File: src/rtl/drive_ii_pkg.sv
// Shared Disk II ramdisk geometry and address mapping, used by both the read head and the
// track writer so that both sides compute identical SDRAM word addresses.
package drive_ii_pkg;

    localparam int unsigned NUM_TRACKS  = 35;
    localparam int unsigned TRACK_BYTES = 6656;

    localparam logic [5:0]  TRACK_LIMIT  = 6'(NUM_TRACKS);
    localparam logic [12:0] BYTE_LIMIT   = 13'(TRACK_BYTES);
    localparam logic [20:0] RAMDISK_BASE = 21'h02_0000;

    typedef struct packed {
        logic [20:0] addr;
        logic [31:0] data;
        logic [3:0]  be;
    } wr_entry_t;

    // Linear nibble offset of a byte within the whole ramdisk image of one drive.
    function automatic logic [19:0] track_lin(input logic [5:0] track,
                                              input logic [12:0] byte_addr);
        return 20'(track) * 20'(TRACK_BYTES) + 20'(byte_addr);
    endfunction

    function automatic logic [20:0] ramdisk_word_addr(input logic        drive_id,
                                                      input logic [5:0]  track,
                                                      input logic [12:0] byte_addr);
        logic [19:0] lin;
        lin = track_lin(track, byte_addr);
        return RAMDISK_BASE | {4'b0000, drive_id, lin[17:2]};
    endfunction

endpackage

File: src/rtl/drive_ii_wr_fifo.sv
// Synchronous FIFO of pending SDRAM word writes. A push while full is accepted only when a pop
// frees a slot in the same cycle; otherwise it is dropped and the caller flags the loss.
module drive_ii_wr_fifo
    import drive_ii_pkg::*;
#(
    parameter int unsigned DEPTH = 4
) (
    input  logic      clk_logic,
    input  logic      system_reset_n,
    input  logic      push,
    input  wr_entry_t push_data,
    input  logic      pop,
    output wr_entry_t pop_data,
    output logic      full,
    output logic      empty
);

    localparam int unsigned AW = $clog2(DEPTH);
    localparam logic [AW:0] FULL_COUNT = (AW + 1)'(DEPTH);

    wr_entry_t      mem [DEPTH];
    logic [AW-1:0]  wr_ptr_q, wr_ptr_d;
    logic [AW-1:0]  rd_ptr_q, rd_ptr_d;
    logic [AW:0]    count_q, count_d;
    logic           push_ok, pop_ok;

    assign full     = (count_q == FULL_COUNT);
    assign empty    = (count_q == '0);
    assign pop_ok   = pop && !empty;
    assign push_ok  = push && (!full || pop_ok);
    assign pop_data = mem[rd_ptr_q];

    always_comb begin
        wr_ptr_d = wr_ptr_q;
        rd_ptr_d = rd_ptr_q;
        count_d  = count_q;
        if (push_ok) begin
            wr_ptr_d = wr_ptr_q + 1'b1;
        end
        if (pop_ok) begin
            rd_ptr_d = rd_ptr_q + 1'b1;
        end
        if (push_ok && !pop_ok) begin
            count_d = count_q + 1'b1;
        end else if (!push_ok && pop_ok) begin
            count_d = count_q - 1'b1;
        end
    end

    always_ff @(posedge clk_logic or negedge system_reset_n) begin
        if (!system_reset_n) begin
            wr_ptr_q <= '0;
            rd_ptr_q <= '0;
            count_q  <= '0;
        end else begin
            wr_ptr_q <= wr_ptr_d;
            rd_ptr_q <= rd_ptr_d;
            count_q  <= count_d;
        end
    end

    // Storage needs no reset: an empty FIFO never exposes its contents.
    always_ff @(posedge clk_logic) begin
        if (push_ok) begin
            mem[wr_ptr_q] <= push_data;
        end
    end

endmodule

File: src/rtl/drive_ii_track_writer.sv
// Disk II write-back path: packs nibble strobes into byte-enabled 32-bit SDRAM words, queues
// them to the memory client port and keeps per-track dirty flags for SD-card write-back.
module drive_ii_track_writer
    import drive_ii_pkg::*;
#(
    parameter int unsigned FIFO_DEPTH    = 4,
    parameter int unsigned FLUSH_TIMEOUT = 64
) (
    input  logic                  clk_logic,
    input  logic                  system_reset_n,
    input  logic                  drive_id_i,
    input  logic                  write_mode_i,
    input  logic                  nib_we_i,
    input  logic [7:0]            nib_data_i,
    input  logic [5:0]            track_i,
    input  logic [12:0]           byte_addr_i,
    output logic                  mem_wr_o,
    output logic [20:0]           mem_addr_o,
    output logic [31:0]           mem_data_o,
    output logic [3:0]            mem_byte_en_o,
    input  logic                  mem_ready_i,
    output logic [NUM_TRACKS-1:0] dirty_o,
    input  logic [NUM_TRACKS-1:0] dirty_clr_i,
    output logic                  busy_o,
    output logic                  overflow_o
);

    localparam int unsigned IW = $clog2(FLUSH_TIMEOUT + 1);
    localparam logic [IW-1:0] IDLE_LIMIT = IW'(FLUSH_TIMEOUT);

    logic                  acc_valid_q, acc_valid_d;
    logic [20:0]           acc_addr_q, acc_addr_d;
    logic [31:0]           acc_data_q, acc_data_d;
    logic [3:0]            acc_be_q, acc_be_d;
    logic [IW-1:0]         idle_q, idle_d, idle_inc;
    logic                  overflow_q, overflow_d;
    logic [NUM_TRACKS-1:0] dirty_q, dirty_d, dirty_set;

    logic        strobe_ok;
    logic [19:0] strobe_lin;
    logic [1:0]  strobe_lane;
    logic [20:0] strobe_addr;

    logic      push, pop, fifo_full, fifo_empty;
    wr_entry_t push_entry, head;

    assign strobe_ok   = nib_we_i && (track_i < TRACK_LIMIT) && (byte_addr_i < BYTE_LIMIT);
    assign strobe_lin  = track_lin(track_i, byte_addr_i);
    assign strobe_lane = strobe_lin[1:0];
    assign strobe_addr = ramdisk_word_addr(drive_id_i, track_i, byte_addr_i);
    assign idle_inc    = idle_q + 1'b1;

    assign push_entry = '{addr: acc_addr_q, data: acc_data_q, be: acc_be_q};

    always_comb begin
        acc_valid_d = acc_valid_q;
        acc_addr_d  = acc_addr_q;
        acc_data_d  = acc_data_q;
        acc_be_d    = acc_be_q;
        idle_d      = idle_q;
        push        = 1'b0;
        if (strobe_ok) begin
            idle_d = '0;
            if (acc_valid_q && (acc_addr_q == strobe_addr)) begin
                acc_data_d[{strobe_lane, 3'b000} +: 8] = nib_data_i;
                acc_be_d[strobe_lane]                  = 1'b1;
            end else begin
                // A strobe to a different word evicts the current one in the same cycle.
                push                                   = acc_valid_q;
                acc_valid_d                            = 1'b1;
                acc_addr_d                             = strobe_addr;
                acc_data_d                             = '0;
                acc_data_d[{strobe_lane, 3'b000} +: 8] = nib_data_i;
                acc_be_d                               = '0;
                acc_be_d[strobe_lane]                  = 1'b1;
            end
        end else if (acc_valid_q) begin
            // idle_inc counts the current quiet cycle, so the timeout fires on the
            // FLUSH_TIMEOUT-th cycle after the last strobe.
            if ((acc_be_q == 4'b1111) || (idle_inc == IDLE_LIMIT) || !write_mode_i) begin
                push        = 1'b1;
                acc_valid_d = 1'b0;
                idle_d      = '0;
            end else begin
                idle_d = idle_inc;
            end
        end
    end

    always_comb begin
        dirty_set = '0;
        if (strobe_ok) begin
            dirty_set[track_i] = 1'b1;
        end
        dirty_d    = (dirty_q & ~dirty_clr_i) | dirty_set;
        overflow_d = overflow_q | (push && fifo_full && !pop);
    end

    always_ff @(posedge clk_logic or negedge system_reset_n) begin
        if (!system_reset_n) begin
            acc_valid_q <= 1'b0;
            acc_addr_q  <= '0;
            acc_data_q  <= '0;
            acc_be_q    <= '0;
            idle_q      <= '0;
            overflow_q  <= 1'b0;
            dirty_q     <= '0;
        end else begin
            acc_valid_q <= acc_valid_d;
            acc_addr_q  <= acc_addr_d;
            acc_data_q  <= acc_data_d;
            acc_be_q    <= acc_be_d;
            idle_q      <= idle_d;
            overflow_q  <= overflow_d;
            dirty_q     <= dirty_d;
        end
    end

    drive_ii_wr_fifo #(
        .DEPTH (FIFO_DEPTH)
    ) u_fifo (
        .clk_logic      (clk_logic),
        .system_reset_n (system_reset_n),
        .push           (push),
        .push_data      (push_entry),
        .pop            (pop),
        .pop_data       (head),
        .full           (fifo_full),
        .empty          (fifo_empty)
    );

    assign pop           = !fifo_empty && mem_ready_i;
    assign mem_wr_o      = !fifo_empty;
    assign mem_addr_o    = fifo_empty ? '0 : head.addr;
    assign mem_data_o    = fifo_empty ? '0 : head.data;
    assign mem_byte_en_o = fifo_empty ? '0 : head.be;
    assign dirty_o       = dirty_q;
    assign busy_o        = acc_valid_q || !fifo_empty;
    assign overflow_o    = overflow_q;

endmodule
File: config.mk
export PLATFORM = sky130hd
export DESIGN_NAME = drive_ii_track_writer
export DESIGN_NICKNAME = d
export VERILOG_FILES = /design/src/rtl/drive_ii_pkg.sv /design/src/rtl/drive_ii_wr_fifo.sv /design/src/rtl/drive_ii_track_writer.sv
export SDC_FILE = /design/constraint.sdc
export NUM_CORES = 1
export LEC_CHECK = 0
export ABC_CLOCK_PERIOD_IN_PS = 3800
export CORE_MARGIN = 1
export CORE_UTILIZATION = 55
export CTS_BUF_LIST = sky130_fd_sc_hd__clkbuf_8
export DETAILED_ROUTE_END_ITERATION = 8
export HOLD_SLACK_MARGIN = 0.12
export PLACE_DENSITY = 0.87
export RECOVER_POWER = 50
export SKIP_LAST_GASP = 1
export SLEW_MARGIN = 10
export SYNTH_ARGS = -nofsm -noshare
export SYNTH_HDL_FRONTEND = slang
export SYNTH_SLANG_ARGS = --single-unit
export TNS_END_PERCENT = 100
File: constraint.sdc
create_clock -name clk_logic -period 3.8 [get_ports clk_logic]
set_input_delay 0.38 -clock clk_logic [delete_from_list [all_inputs] [get_ports clk_logic]]
set_output_delay 0.38 -clock clk_logic [all_outputs]
set_load 0.005 [all_outputs]
==> qor.txt <==
Reg2reg end: u_fifo.count_q[2]
Crit path max-delay cell type: fa_1
Rel. slew slack: 1.06%
Final Util: 73.3%
Largest net degree at the start of global routing: 55
Die height: 159 um
Cell accounting for the most synthesized area: edfxtp_1
Register area share after synthesis: 67.4%
Number of flops mapped to enable cells by yosys: 216
Drt drc: 0
Yosys cell types: 56
Fillers: 1314
PwrDens: 648 nW/um^2
Syn Area/Cell: 16.5 um^2
Worst-Skew Late Latency: 0.57 ns
Slew Limit Fails: 0
Gr usage total: 25.4%
CP startpoint kind: input pin
Top FF cell, synth: edfxtp_1
Final Hold Vio Count: 0
Reg clk slew, reported paths: 0.07 ns
Total gr overflow: 0
First-pass GRT wire length: 49.5 mm
Via count: 8193
Asr flop ratio synth: 32.7%
Count leader, synth: edfxtp_1
RR Startpoint: acc_addr_q[16]
Status: finished with violations
Starting DRC count in detailed routing: 556
Die ar.: 25200 um^2
Fraction of layout cells with a size suffix above 1: 23.9%
DR vias/cell: 5.70
MaxCap Viol Count: 0
Placed cell area: 16200 um^2
CP Data Arrival Time: 4.26 ns
TritonCTS Sinks: 321
Crit path cell chain: buf_8 -> inv_8 -> ha_4 -> inv_2 -> fa_1 -> inv_2 -> fa_2 -> buf_6 -> and3_1 -> a221o_1 -> xnor2_2 -> xnor2_2 -> and2_4 -> nand4_1 -> and4_4 -> ha_4 -> fa_2 -> xnor2_1 -> nor2_1 -> xor2_1
H-tree lvl count: 2
Measured slew at the worst slew-check pin: 1.48 ns
CP endpoint kind: flop
Routability Congestion: 0.846
Lkg Pwr: 6.57 nW
Synth top cells by count: 216 x edfxtp_1, 105 x dfrtp_1, 61 x and2_1
Worst Path Max Fanout: 3
Synthesis Warnings: 0
FF-to-FF path depth: 12
Hold Startpoint: track_i[3]
Synth top area share: 48.0%
Fmax: 263 MHz
Core box area: 23800 um^2
DPL Wire Length: 20.5 mm
Fin nets: 1191
Hold path depth: 4
Slowest cell delay on critical path: 0.48 ns
DR WL/cell: 21.6 um
Setup Skew: 0.0328 ns
Port bufs: 159
Detailed Route WL: 31.0 mm
Initial core utilization: 56.9%
Cts bufs inserted: 49
Mapped Area: 13500 um^2
TritonCTS clock tree: done
Critical Path RT: 4.25 ns
FP Rows: 56
Io pins: 163
Crit path time final: 3.81 ns
Clock Path Buffers: 3
Final setup margin: -0.00774 ns
Maximum vdd drop: 0.327 mV
Vias in the first global route: 8853
Flops & latches, synth: 321
RSZ-0062 raised after global routing: yes
Final setup violation count: 1
Setup CP Type: input pin to flop
Violated checks: negative setup slack
Setup TNS: -0.00774 ns
Multi-input gate area: 4230 um^2
Die Wd: 159 um
Drt first pass iters: 5
Hold Path Class: input pin to flop
Final ANT Viol Nets: 0
CTS Root Cell: clkbuf_8
Gate Count Post-Synth: 820
Area Growth Syn to Fin: 28.9%
Design Area, Final: 17400 um^2
Antenna Cells: 0
Period utilization: 100%
Register area: 9120 um^2
Worst Hold End: dirty_o[10]
R2r setup slk: 0.77 ns
Initial antenna violation count: 0
Synth area leaders: edfxtp_1 48%, dfrtp_1 19%, mux4_2 9.0%
==> worst max-delay path, delay by kind of cell <==
kind / cells / cell delay, ns
AND/OR/NAND/NOR: 5 / 0.72
buffers and inverters: 5 / 0.35
XOR/XNOR: 4 / 0.72
adder cells (fa/ha/maj): 5 / 1.74
AO/OA/AOI/OAI: 1 / 0.34
==> cells by family after synthesis <==
family / after synthesis / synth area share (%)
and+or+nand+nor: 156 / 6.72
AOI/OAI and AO/OA: 109 / 5.60
other: 1 / 0.0278
xor gates and xnor gates: 33 / 2.45
muxes: 71 / 10.7
adders and majority gates: 45 / 4.44
DFF: 321 / 67.4
buffers and inverters: 84 / 2.56
==> through the flow <==
step / hold slack (ns) / cells / power [mW] / setup WS (ns)
after floorplan: 0.0844 / 822 / 6.40 / -0.465
after global placement: 0.454 / 1339 / 8.09 / -1.09
after detailed placement: 0.469 / 1339 / 8.21 / -1.19
after CTS: 0.323 / 1437 / 11.3 / -0.00103
after global routing: 0.370 / 1437 / 11.8 / -0.148
final: 0.357 / 1437 / 11.3 / -0.00774
==> layout make-up <==
| class | count | share of cell area [%] |
|---|---|---|
| Sequential cell | 321 | 52.3 |
| Multi-Input combinational cell | 417 | 24.3 |
| Timing Repair Buffer | 234 | 13.7 |
| Clock buffer | 60 | 4.74 |
| Tap cell | 319 | 2.29 |
| Clock inverter | 31 | 1.39 |
| Inverter | 55 | 1.30 |
==> how the worst max path moves through the flow <==
stage                     depth (start not counted)  startpoint           endpoint  slack [ns]
after floorplan                                  19  track_i[1]  u_fifo.count_q[2]       -0.46
after global placement                           20  track_i[1]  u_fifo.count_q[2]       -1.09
after detailed placement                         19  track_i[2]  u_fifo.count_q[2]       -1.19
after CTS                                        20  track_i[1]  u_fifo.count_q[2]      -0.001
after global routing                             20  track_i[1]  u_fifo.count_q[2]       -0.15
final                                            20  track_i[2]  u_fifo.count_q[2]      -0.008
==> report_power, final <==
part / switching [mW] / internal, mW / total, mW
clock network: 1.32 / 1.71 / 3.03
logic: 1.48 / 2.20 / 3.68
registers: 0.335 / 4.24 / 4.58
==> what timing repair did <==
item	in CTS	in global routing
resized for setup	32	13
cloned	0	0
setup buffers	6	1
pin swaps	17	15
setup endpoints to repair	273	267
endpoints found under the hold margin	53	0
hold buffers	1	0
==> routing by layer <==
layer,wire [um],track usage (%),up-vias
li1,-,-,3635
met3,2220,5.38,63
met2,15900,43.7,366
met1,11900,31.8,4129
met4,930,9.22,0
met5,0,0,-
==> registers in the layout, indices dropped and copies added, names as in the netlist <==
signal	flops
acc_addr_q	18
acc_be_q	4
acc_data_q	32
acc_valid_q	1
dirty_o	35
idle_q	7
overflow_o	1
u_fifo.count_q	3
u_fifo.mem	216
u_fifo.rd_ptr_q	2
u_fifo.wr_ptr_q	2
==> layout by cell type, fill, tap and decap left out, types with 5 or more instances in the layout <==
cell type / Yosys / routed
edfxtp_1: 216 / 216
clkdlybuf4s50_1: 0 / 152
dfrtp_1: 105 / 103
clkbuf_8: 0 / 60
inv_1: 55 / 59
and2_1: 61 / 56
mux4_2: 54 / 54
buf_4: 4 / 54
a22o_1: 35 / 35
ha_1: 40 / 34
o22ai_1: 32 / 32
nand2_1: 26 / 26
xnor2_1: 22 / 19
nor2_1: 18 / 18
buf_12: 0 / 18
o21ai_0: 14 / 14
clkinv_2: 0 / 13
mux2_4: 12 / 12
a21oi_1: 11 / 11
nand4_1: 10 / 10
nand3_1: 7 / 7
xor2_1: 8 / 7
nand2b_1: 5 / 5
and3_1: 5 / 5
and2_4: 0 / 5
(Power assumes the default switching activity.)
